**src/rtl/mem_pkg.sv**
```systemverilog
// mem_pkg: ALUop codes, FSM states and access sizes shared by the memory access unit
package mem_pkg;
  localparam logic [4:0] OP_LB  = 5'b10000;
  localparam logic [4:0] OP_LH  = 5'b10001;
  localparam logic [4:0] OP_LW  = 5'b10010;
  localparam logic [4:0] OP_LBU = 5'b10100;
  localparam logic [4:0] OP_LHU = 5'b10101;
  localparam logic [4:0] OP_SB  = 5'b11000;
  localparam logic [4:0] OP_SH  = 5'b11001;
  localparam logic [4:0] OP_SW  = 5'b11010;
  typedef enum logic [1:0] {IDLE, REQ, WAIT, DONE} state_e;
  typedef enum logic [1:0] {BYTE = 2'b00, HALF = 2'b01, WORD = 2'b10} size_e;
  function automatic logic is_mem_op(input logic [4:0] op);
    return op inside {OP_LB, OP_LH, OP_LW, OP_LBU, OP_LHU, OP_SB, OP_SH, OP_SW};
  endfunction
  // op[1:0] is the access size, op[2] marks zero-extension, op[3] marks a store
  function automatic size_e op_size(input logic [1:0] sz);
    return size_e'(sz);
  endfunction
endpackage

```
**src/rtl/mem_lane_align.sv**
```systemverilog
// mem_lane_align: byte-lane enables, store replication, load extract/extend and misalign detect
module mem_lane_align
  import mem_pkg::*;
(
  input  size_e       size_i,
  input  logic        unsigned_i,
  input  logic [1:0]  lane_i,
  input  logic [31:0] sdata_i,
  input  logic [31:0] rdata_i,
  output logic [3:0]  be_o,
  output logic [31:0] wdata_o,
  output logic [31:0] ldata_o,
  output logic        misalign_o
);
  logic [15:0] sh;
  always_comb begin
    sh = 16'(rdata_i >> {lane_i, 3'b000});
    be_o = size_i == WORD ? 4'hF : size_i == HALF ? 4'b0011 << lane_i : 4'b0001 << lane_i;
    wdata_o = size_i == WORD ? sdata_i : size_i == HALF ? {2{sdata_i[15:0]}} : {4{sdata_i[7:0]}};
    misalign_o = size_i == WORD ? |lane_i : size_i == HALF && lane_i[0];
    ldata_o = size_i == WORD ? rdata_i :
              size_i == HALF ? {{16{~unsigned_i & sh[15]}}, sh} : {{24{~unsigned_i & sh[7]}}, sh[7:0]};
  end
endmodule

```
**src/rtl/mem_access_unit.sv**
```systemverilog
// mem_access_unit: runs EX-stage loads/stores on a req/gnt/rvalid bus, stalling the core meanwhile
module mem_access_unit
  import mem_pkg::*;
#(
  parameter int TIMEOUT_CYCLES = 255,
  parameter int TIMEOUT_W      = 8
) (
  input  logic        clk,
  input  logic        rst,
  input  logic        valid_i,
  input  logic [4:0]  ALUop_i,
  input  logic [31:0] MemAddr_i,
  input  logic [31:0] StoreData_i,
  input  logic [31:0] WriteData_i,
  input  logic [4:0]  WriteDataNum_i,
  input  logic        WriteReg_i,
  output logic        WriteReg_o,
  output logic [4:0]  WriteDataNum_o,
  output logic [31:0] WriteData_o,
  output logic        stall_o,
  output logic        misalign_o,
  output logic        bus_err_o,
  output logic        mem_req_o,
  output logic        mem_we_o,
  output logic [31:0] mem_addr_o,
  output logic [3:0]  mem_be_o,
  output logic [31:0] mem_wdata_o,
  input  logic        mem_gnt_i,
  input  logic        mem_rvalid_i,
  input  logic [31:0] mem_rdata_i
);
  state_e state_q, state_d;
  logic [3:0] op_q;
  logic [4:0] rd_q;
  logic [31:0] addr_q, sdata_q, data_q, data_d, wdata, ldata;
  logic we_q, idle, tmo, mis;
  logic [TIMEOUT_W-1:0] cnt_q, cnt_d;
  logic [2:0] op_s;
  logic [3:0] be;
  assign idle = state_q == IDLE;
  assign op_s = idle ? ALUop_i[2:0] : op_q[2:0];
  assign tmo = cnt_q == TIMEOUT_W'(TIMEOUT_CYCLES - 1);
  // In IDLE the aligner looks at the live EX address to flag misalignment; afterwards at the captured one
  mem_lane_align u_align (
    .size_i(op_size(op_s[1:0])), .unsigned_i(op_s[2]),
    .lane_i(idle ? MemAddr_i[1:0] : addr_q[1:0]), .sdata_i(sdata_q), .rdata_i(mem_rdata_i),
    .be_o(be), .wdata_o(wdata), .ldata_o(ldata), .misalign_o(mis)
  );
  always_comb begin
    state_d = state_q;
    cnt_d = cnt_q + 1'b1;
    data_d = data_q;
    WriteReg_o = 1'b0;
    WriteDataNum_o = '0;
    WriteData_o = '0;
    stall_o = 1'b0;
    misalign_o = 1'b0;
    bus_err_o = 1'b0;
    mem_req_o = 1'b0;
    mem_we_o = 1'b0;
    mem_addr_o = '0;
    mem_be_o = '0;
    mem_wdata_o = '0;
    case (state_q)
      IDLE: begin
        cnt_d = '0;
        if (valid_i && rst) begin
          if (!is_mem_op(ALUop_i)) begin
            WriteReg_o = WriteReg_i;
            WriteDataNum_o = WriteDataNum_i;
            WriteData_o = WriteData_i;
          end else if (mis) begin
            misalign_o = 1'b1;
          end else begin
            stall_o = 1'b1;
            data_d = '0;
            state_d = REQ;
          end
        end
      end
      REQ: begin
        stall_o = 1'b1;
        if (tmo) begin
          bus_err_o = 1'b1;
          state_d = IDLE;
        end else begin
          mem_req_o = 1'b1;
          mem_we_o = op_q[3];
          mem_addr_o = {addr_q[31:2], 2'b00};
          mem_be_o = be;
          mem_wdata_o = wdata;
          if (mem_gnt_i) begin
            state_d = op_q[3] || mem_rvalid_i ? DONE : WAIT;
            data_d = !op_q[3] && mem_rvalid_i ? ldata : data_q;
          end
        end
      end
      WAIT: begin
        stall_o = 1'b1;
        bus_err_o = tmo;
        state_d = tmo ? IDLE : mem_rvalid_i ? DONE : WAIT;
        data_d = !tmo && mem_rvalid_i ? ldata : data_q;
      end
      default: begin
        WriteReg_o = we_q & ~op_q[3];
        WriteDataNum_o = rd_q;
        WriteData_o = data_q;
        state_d = IDLE;
      end
    endcase
  end
  always_ff @(posedge clk or negedge rst) begin
    if (!rst) begin
      state_q <= IDLE;
      cnt_q <= '0;
      op_q <= '0;
      rd_q <= '0;
      we_q <= 1'b0;
      addr_q <= '0;
      sdata_q <= '0;
      data_q <= '0;
    end else begin
      state_q <= state_d;
      cnt_q <= cnt_d;
      data_q <= data_d;
      if (idle && state_d == REQ) begin
        op_q <= ALUop_i[3:0];
        rd_q <= WriteDataNum_i;
        we_q <= WriteReg_i;
        addr_q <= MemAddr_i;
        sdata_q <= StoreData_i;
      end
    end
  end
endmodule

```
**config.mk**
```make
export PLATFORM = sky130hd
export DESIGN_NAME = mem_access_unit
export DESIGN_NICKNAME = d
export VERILOG_FILES = /design/src/rtl/mem_pkg.sv /design/src/rtl/mem_lane_align.sv /design/src/rtl/mem_access_unit.sv
export SDC_FILE = /design/constraint.sdc
export NUM_CORES = 1
export LEC_CHECK = 0
export ABC_AREA = 1
export CAP_MARGIN = 10
export CELL_PAD_IN_SITES_DETAIL_PLACEMENT = 0
export CELL_PAD_IN_SITES_GLOBAL_PLACEMENT = 1
export CORE_AREA = 3 3 162 164
export DETAILED_ROUTE_END_ITERATION = 12
export DIE_AREA = 0 0 165 167
export PLACE_DENSITY_LB_ADDON = 0.1
export SLEW_MARGIN = 10
export SYNTH_ARGS = -nofsm -noshare
export SYNTH_HDL_FRONTEND = slang
export SYNTH_SLANG_ARGS = --single-unit
```
**constraint.sdc**
```tcl
create_clock -name clk -period 2.2 [get_ports clk]
set_clock_uncertainty 0.1 [all_clocks]
set_input_delay 0.44 -clock clk [delete_from_list [all_inputs] [get_ports clk]]
set_output_delay 0.44 -clock clk [all_outputs]
set_load 0.005 [all_outputs]
```
# Word level (Yosys, flattened, before mapping)
# Index checks and enable logic that the tools add are counted.
op_classes:
  n_addsub: 1
  eq_ne: 21
  shift: 3
  muxes: 56
  bitwise: 5
  n_reduce_logical: 14
ops:
  columns: ["operator", "n"]
  rows:
  - ["$mux W32", 17]
  - ["$pmux W32 S3", 1]
  - ["$pmux W32 S2", 1]
  - ["$eq A5 B5 Y1 const B", 8]
  - ["$shr A32 B5 Y16", 1]
  - ["$mux W1", 17]
  - ["$mux W4", 4]
  - ["$mux W2", 7]
  - ["$mux W5", 2]
  - ["$ne A2 B2 Y1 const B", 5]
  - ["$pmux W5 S2", 1]
  - ["$add A8 B1 Y8 const B", 1]
  - ["$eq A8 B8 Y1 const B", 1]
  - ["$mux W8", 1]
  - ["$reduce_and A8 Y1", 1]
  - ["$reduce_bool A8 Y1", 1]
  - ["$eq A2 B1 Y1 const B", 3]
  - ["$pmux W1 S2", 3]
  - ["$pmux W2 S3", 1]
  - ["$logic_and A1 B1 Y1", 5]
  - ["$eq A2 B2 Y1 const B", 2]
  - ["$ne A2 B1 Y1 const B", 2]
  - ["$reduce_or A2 Y1", 2]
  - ["$shl A1 B2 Y4 const A", 1]
  - ["8 further kinds", 12]
word_totals:
  register_bits: 116
  inputBits: 144
  out_inout_bits: 111
  elab_cells: 108

# Longest topological paths before layout
logic_depth:
  depth_word: 11
  ltp_mapped: 17
  ltp_nobuf: 14

# By module
# Synthesis repeated with hierarchy kept, for this count alone.
unflattened:
  hier_cells: 1068
  hier_area_um2: 7468.4
modules_own_cells:
  columns: ["module", "n_inst", "cells_per_inst", "area_per_inst_um2", "seq_area_each_um2"]
  rows:
  - ["mem_access_unit", 1, 777, 6150.9, 2902.8]
  - ["mem_lane_align", 1, 291, 1317.5, 0.0]

# Worst setup path before layout
# No wires, ideal clock.
synth_path:
  kind: "reg-to-output"
  startpoint: "register state_q[0]"
  endpoint: "output port mem_wdata_o[10]"
  arrival_ns: 1.774
  required_time_ns: 1.660
  slack_ns: -0.114
  stages_incl_launch_ff: 13
  n_path_buf: 3
  cell_sequence: "dfrtp_1 -> inv_1 -> ha_1 -> buf_6 -> inv_6 -> nand2_1 -> nand2_4 -> nor2_8 -> inv_2 -> buf_2 -> clkbuf_1 -> nor2_1 -> nor2_1"
synth_between:
  elab_chain_len: 7
  elab_cells_between_ends: 9
  cone_classes: "eq/ne: 3; mux: 5; reduce/logical: 1"
synth_rtl:
  columns: ["element", "line_no", "rtl"]
  rows:
  - ["start, declared", "mem_access_unit.sv:32", "state_e state_q, state_d;"]
  - ["start signal, assigned", "mem_access_unit.sv:123", "state_q <= state_d;"]
  - ["$logic_not A2 Y1", "mem_access_unit.sv:40", "assign idle = state_q == IDLE;"]
  - ["$mux W3", "mem_access_unit.sv:41", "assign op_s = idle ? ALUop_i[2:0] : op_q[2:0];"]
  - ["$eq A2 B1 Y1", "mem_lane_align.sv:19", "wdata_o = size_i == WORD ? sdata_i : size_i == HALF ? {2{sdata_i[15:0]}} : {4{sdata_i[7:0]}};"]
  - ["$mux W32 (2 in series)", "mem_lane_align.sv:19", null]
  - ["$mux W32", "mem_access_unit.sv:83", "if (tmo) begin"]
  - ["$mux W32 (*)", "mem_access_unit.sv:64", "case (state_q)"]
  - ["end, declared", "mem_access_unit.sv:27", "output logic [31:0] mem_wdata_o,"]
# Every way passes the cells marked *; elsewhere a longest branch is shown, timed or not.

# Worst setup path after layout
layout_path:
  startpoint: "register state_q[0]"
  endpoint: "output port WriteReg_o"
layout_between:
  elab_chain_len: 3
  elab_cells_between_ends: 5
  cone_classes: "eq/ne: 2; mux: 1; reduce/logical: 2"
layout_rtl:
  columns: ["element", "line_no", "rtl"]
  rows:
  - ["$eq A2 B1 Y1 / $eq A2 B2 Y1 (equally long branches)", "mem_access_unit.sv:64", null]
  - ["$reduce_or A2 Y1 (no line)", null, null]
  - ["$pmux W1 S2 (*)", "mem_access_unit.sv:64", null]
  - ["end, declared", "mem_access_unit.sv:17", "output logic WriteReg_o,"]
# Marks and branches as above.

==> flow_metrics.env <==
export IMPL_clockBufferDepth=2
export IMPL_switchingPower_mw=8.88
export IMPL_total_leakage_power_nw=6.29
export IMPL_synth_most_common_cell="nand2_1"
export IMPL_internal_power_mw=11.5
export IMPL_netlist_area_leader_share=0.419
export IMPL_yosys_area_share_simple=0.328
export IMPL_cts_root_buf="clkbuf_16"
export IMPL_drtAntennaViolNets=0
export IMPL_fin_crit_ns=2.81
export IMPL_max_freq_mhz=356
export IMPL_synth_top_family_by_area="simple AND/OR/NAND/NOR gates"
export IMPL_finalCritPeriodShare=1.28
export IMPL_tightest_slew_ns=0.886
export IMPL_clk_pin_slew_ns=0.06
export IMPL_die_w_um=165
export IMPL_vias=7965
export IMPL_fin_ws_ns=-0.609
export IMPL_syn_inst=951
export IMPL_crit_arrival_ns=2.27
export IMPL_r2r_end="addr_q[10]"
export IMPL_yosysUniqueCellTypes=34
export IMPL_grt_max_degree=65
export IMPL_startpoint_type="flip-flop"
export IMPL_synth_ff_type="dfrtp_1"
export IMPL_grt_pass1_wl_um=45400
export IMPL_synth_seq_cells=116
export IMPL_required_ns=1.66
export IMPL_finalWirelength_um=30900
export IMPL_synth_edf_count=0
export IMPL_ys_top_cells_by_count="277 x nand2_1, 121 x nor2_1, 116 x dfrtp_1"
export IMPL_regArea_mm2=0.00290
export IMPL_yosys_area_top_type="dfrtp_1"
export IMPL_die_h_um=167
export IMPL_drv_slew=0
export IMPL_drc_errors=0
export IMPL_crit_type="reg -> out"
export IMPL_yosysSeqAreaShare=0.419
export IMPL_die_area_mm2=0.0276
export IMPL_dp_hpwl_um=18400
export IMPL_start_util=0.277
export IMPL_synth_warning_count=0
export IMPL_violations="setup timing"
export IMPL_grt_ovfl_total=0
export IMPL_drive_gt1_frac=0.359
export IMPL_r2r_slack_ns=-0.52
export IMPL_drtIter0Drc=662
export IMPL_htree_levels=4
export IMPL_ys_top_cells_by_area="dfrtp_1 42%, nand2_1 15%, nor2_1 6.6%, nand3_1 6.1%, a32o_1 5.3%"
export IMPL_multiInputGateArea_mm2=0.00393
export IMPL_critical_path_max_fanout=6
export IMPL_insertion_delay_ns=0.42
export IMPL_peakVddDrop_v=0.000735
export IMPL_async_reset_ff_frac=1.00
export IMPL_hold_class="in -> async"
export IMPL_first_pass_iters=5
export IMPL_portBuffers=252
export IMPL_grt_pass1_vias=7773
export IMPL_maxCapViolCount=0
export IMPL_numCtsBuffers=17
export IMPL_synthMuxAreaShare=0
export IMPL_slew_limit_headroom=0.409
export IMPL_r2r_cells=21
export IMPL_power_frac_comb=0.686
export IMPL_layoutNonFillerInstCount=1697
export IMPL_endpoint_kind="output pin"
export IMPL_synth_fa_ha_area_frac=0.0108
export IMPL_yosys_area_share_xor_xnor=0
export IMPL_clkPwrFrac=0.135
export IMPL_synth_avg_cell_area_um2=7.29
export IMPL_synth_cell_area_mm2=0.00693
export IMPL_synth_compound_area_frac=0.143
export IMPL_switching_share=0.435
export IMPL_syn2layout_area_growth_pct=84.2
export IMPL_setup_viol=216
export IMPL_cts_sinks=116
export IMPL_place_gp_congestion=0.796
export IMPL_wire_per_inst_um=18.2
export IMPL_diodes=0
export IMPL_r2r_start="state_q[1]"
export IMPL_dp_cells=1543
export IMPL_ios=255
export IMPL_powerDensity_mw_per_mm2=1600
export IMPL_grt_setup_unrepaired="true"
export IMPL_crit_start="state_q[0]"
export IMPL_p_seq_frac=0.179
export IMPL_antenna_found_initial=0
export IMPL_via_per_inst=4.69
export IMPL_num_rows=58
export IMPL_endpoint="WriteReg_o"
export IMPL_hold_violations=0
export IMPL_nets=1504
export IMPL_status="complete, but fails checks"
export IMPL_nFillCells=2438
export IMPL_placeableCoreArea_mm2=0.0250
export IMPL_track_usage=0.213
export IMPL_cts_tree="done"
export IMPL_setup_tns_ns=-87.39
## layout make-up
type,count,share of cell area
clock buffer,18,0.0344
tap,330,0.0323
clock inverter,14,0.0102
multi-input combinational,689,0.307
timing repair buffer,451,0.364
sequential,116,0.227
inverter,79,0.0243
## layout by cell type, fill, tap and decap left out, types with 3 or more instances in the layout
cell,count
a21oi_1,12
a21oi_2,4
a32o_1,35
buf_12,36
buf_16,14
buf_2,101
buf_4,84
buf_6,49
buf_8,8
clkbuf_16,27
clkdlybuf4s15_2,3
clkdlybuf4s50_1,142
clkinv_2,4
clkinv_4,4
clkinvlp_4,4
dfrtp_1,116
inv_1,71
inv_2,4
nand2_1,236
nand2_2,46
nand2_4,22
nand2_8,5
nand3_1,81
nand3_2,3
nand3_4,3
nand3b_1,7
nor2_1,80
nor2_2,33
nor2_4,9
o211ai_1,16
o21ai_0,49
o21ai_1,17
o21ai_2,8
## how the worst min path moves through the flow
stage,slack [ns],from,endpoint,cells after the start
2_1_floorplan,0.04,rst,addr_q[0],0
3_3_place_gp,0.26,rst,addr_q[21],2
3_5_place_dp,0.26,rst,addr_q[21],2
4_1_cts,0.35,rst,addr_q[21],3
5_1_grt,0.36,rst,addr_q[21],3
6_report,0.37,rst,addr_q[21],3
## sequential cells by signal, summed over array words and instances (netlist names)
register,count
op_q,4
cnt_q,8
rd_q,5
addr_q,32
we_q,1
data_q,32
state_q,2
sdata_q,32
## cell families (layout without fill, tap and decap cells)
family	after synthesis	count (layout)
flip-flops	116	116
buffers and inverters	148	562
adder cells (fa/ha/maj)	6	6
AND/OR/NAND/NOR	531	532
other	1	2
AO/OA/AOI/OAI	149	149
## stage by stage
stage               power, mW  setup WS (ns)   util  area [um^2]  hold WS, ns
floorplan                8.76        -0.0334      -         6970       0.0444
global placement         12.8         -0.758  0.409        10200        0.261
detailed placement       12.8         -0.813  0.409        10200        0.257
CTS                      18.6         -0.690  0.484        12100        0.353
global route             21.8         -0.708  0.510        12800        0.359
finish                   20.4         -0.609  0.510        12800        0.366
## power groups by stage
stage	clock network [mW]	logic [mW]	registers (mW)
2_1_floorplan	0	5.32	3.44
3_3_place_gp	0	9.18	3.63
3_5_place_dp	0	9.20	3.62
4_1_cts	2.81	12.2	3.61
5_1_grt	2.91	15.2	3.75
6_report	2.76	14.0	3.65
## timing repair
item,in CTS,in global routing
pin swaps,37,41
setup buffers,85,20
endpoints found under the hold margin,4,0
hold buffers,1,0
endpoints found under the setup margin,216,217
gates resized for setup,583,140
cloned,19,13
## routing by layer
layer  GRT usage  wire [um]  up-vias
met3      0.0386       1540       24
li1            -          -     3908
met4      0.0522        451        0
met5           0          0        -
met2       0.331      14300      219
met1       0.305      14700     3814
## critical path, stage by stage, from the launching register on
cell and delay, ns:
dfrtp_1 0.38, inv_2 0.09, ha_4 0.18, clkinv_4 0.08
buf_12 0.13, nor3_4 0.19, buf_6 0.15, buf_12 0.10
buf_12 0.11, buf_6 0.09, buf_6 0.09, nand3_2 0.06
nand2_1 0.07, buf_2 0.12
No activity file was read; power rests on OpenSTA's default activity.
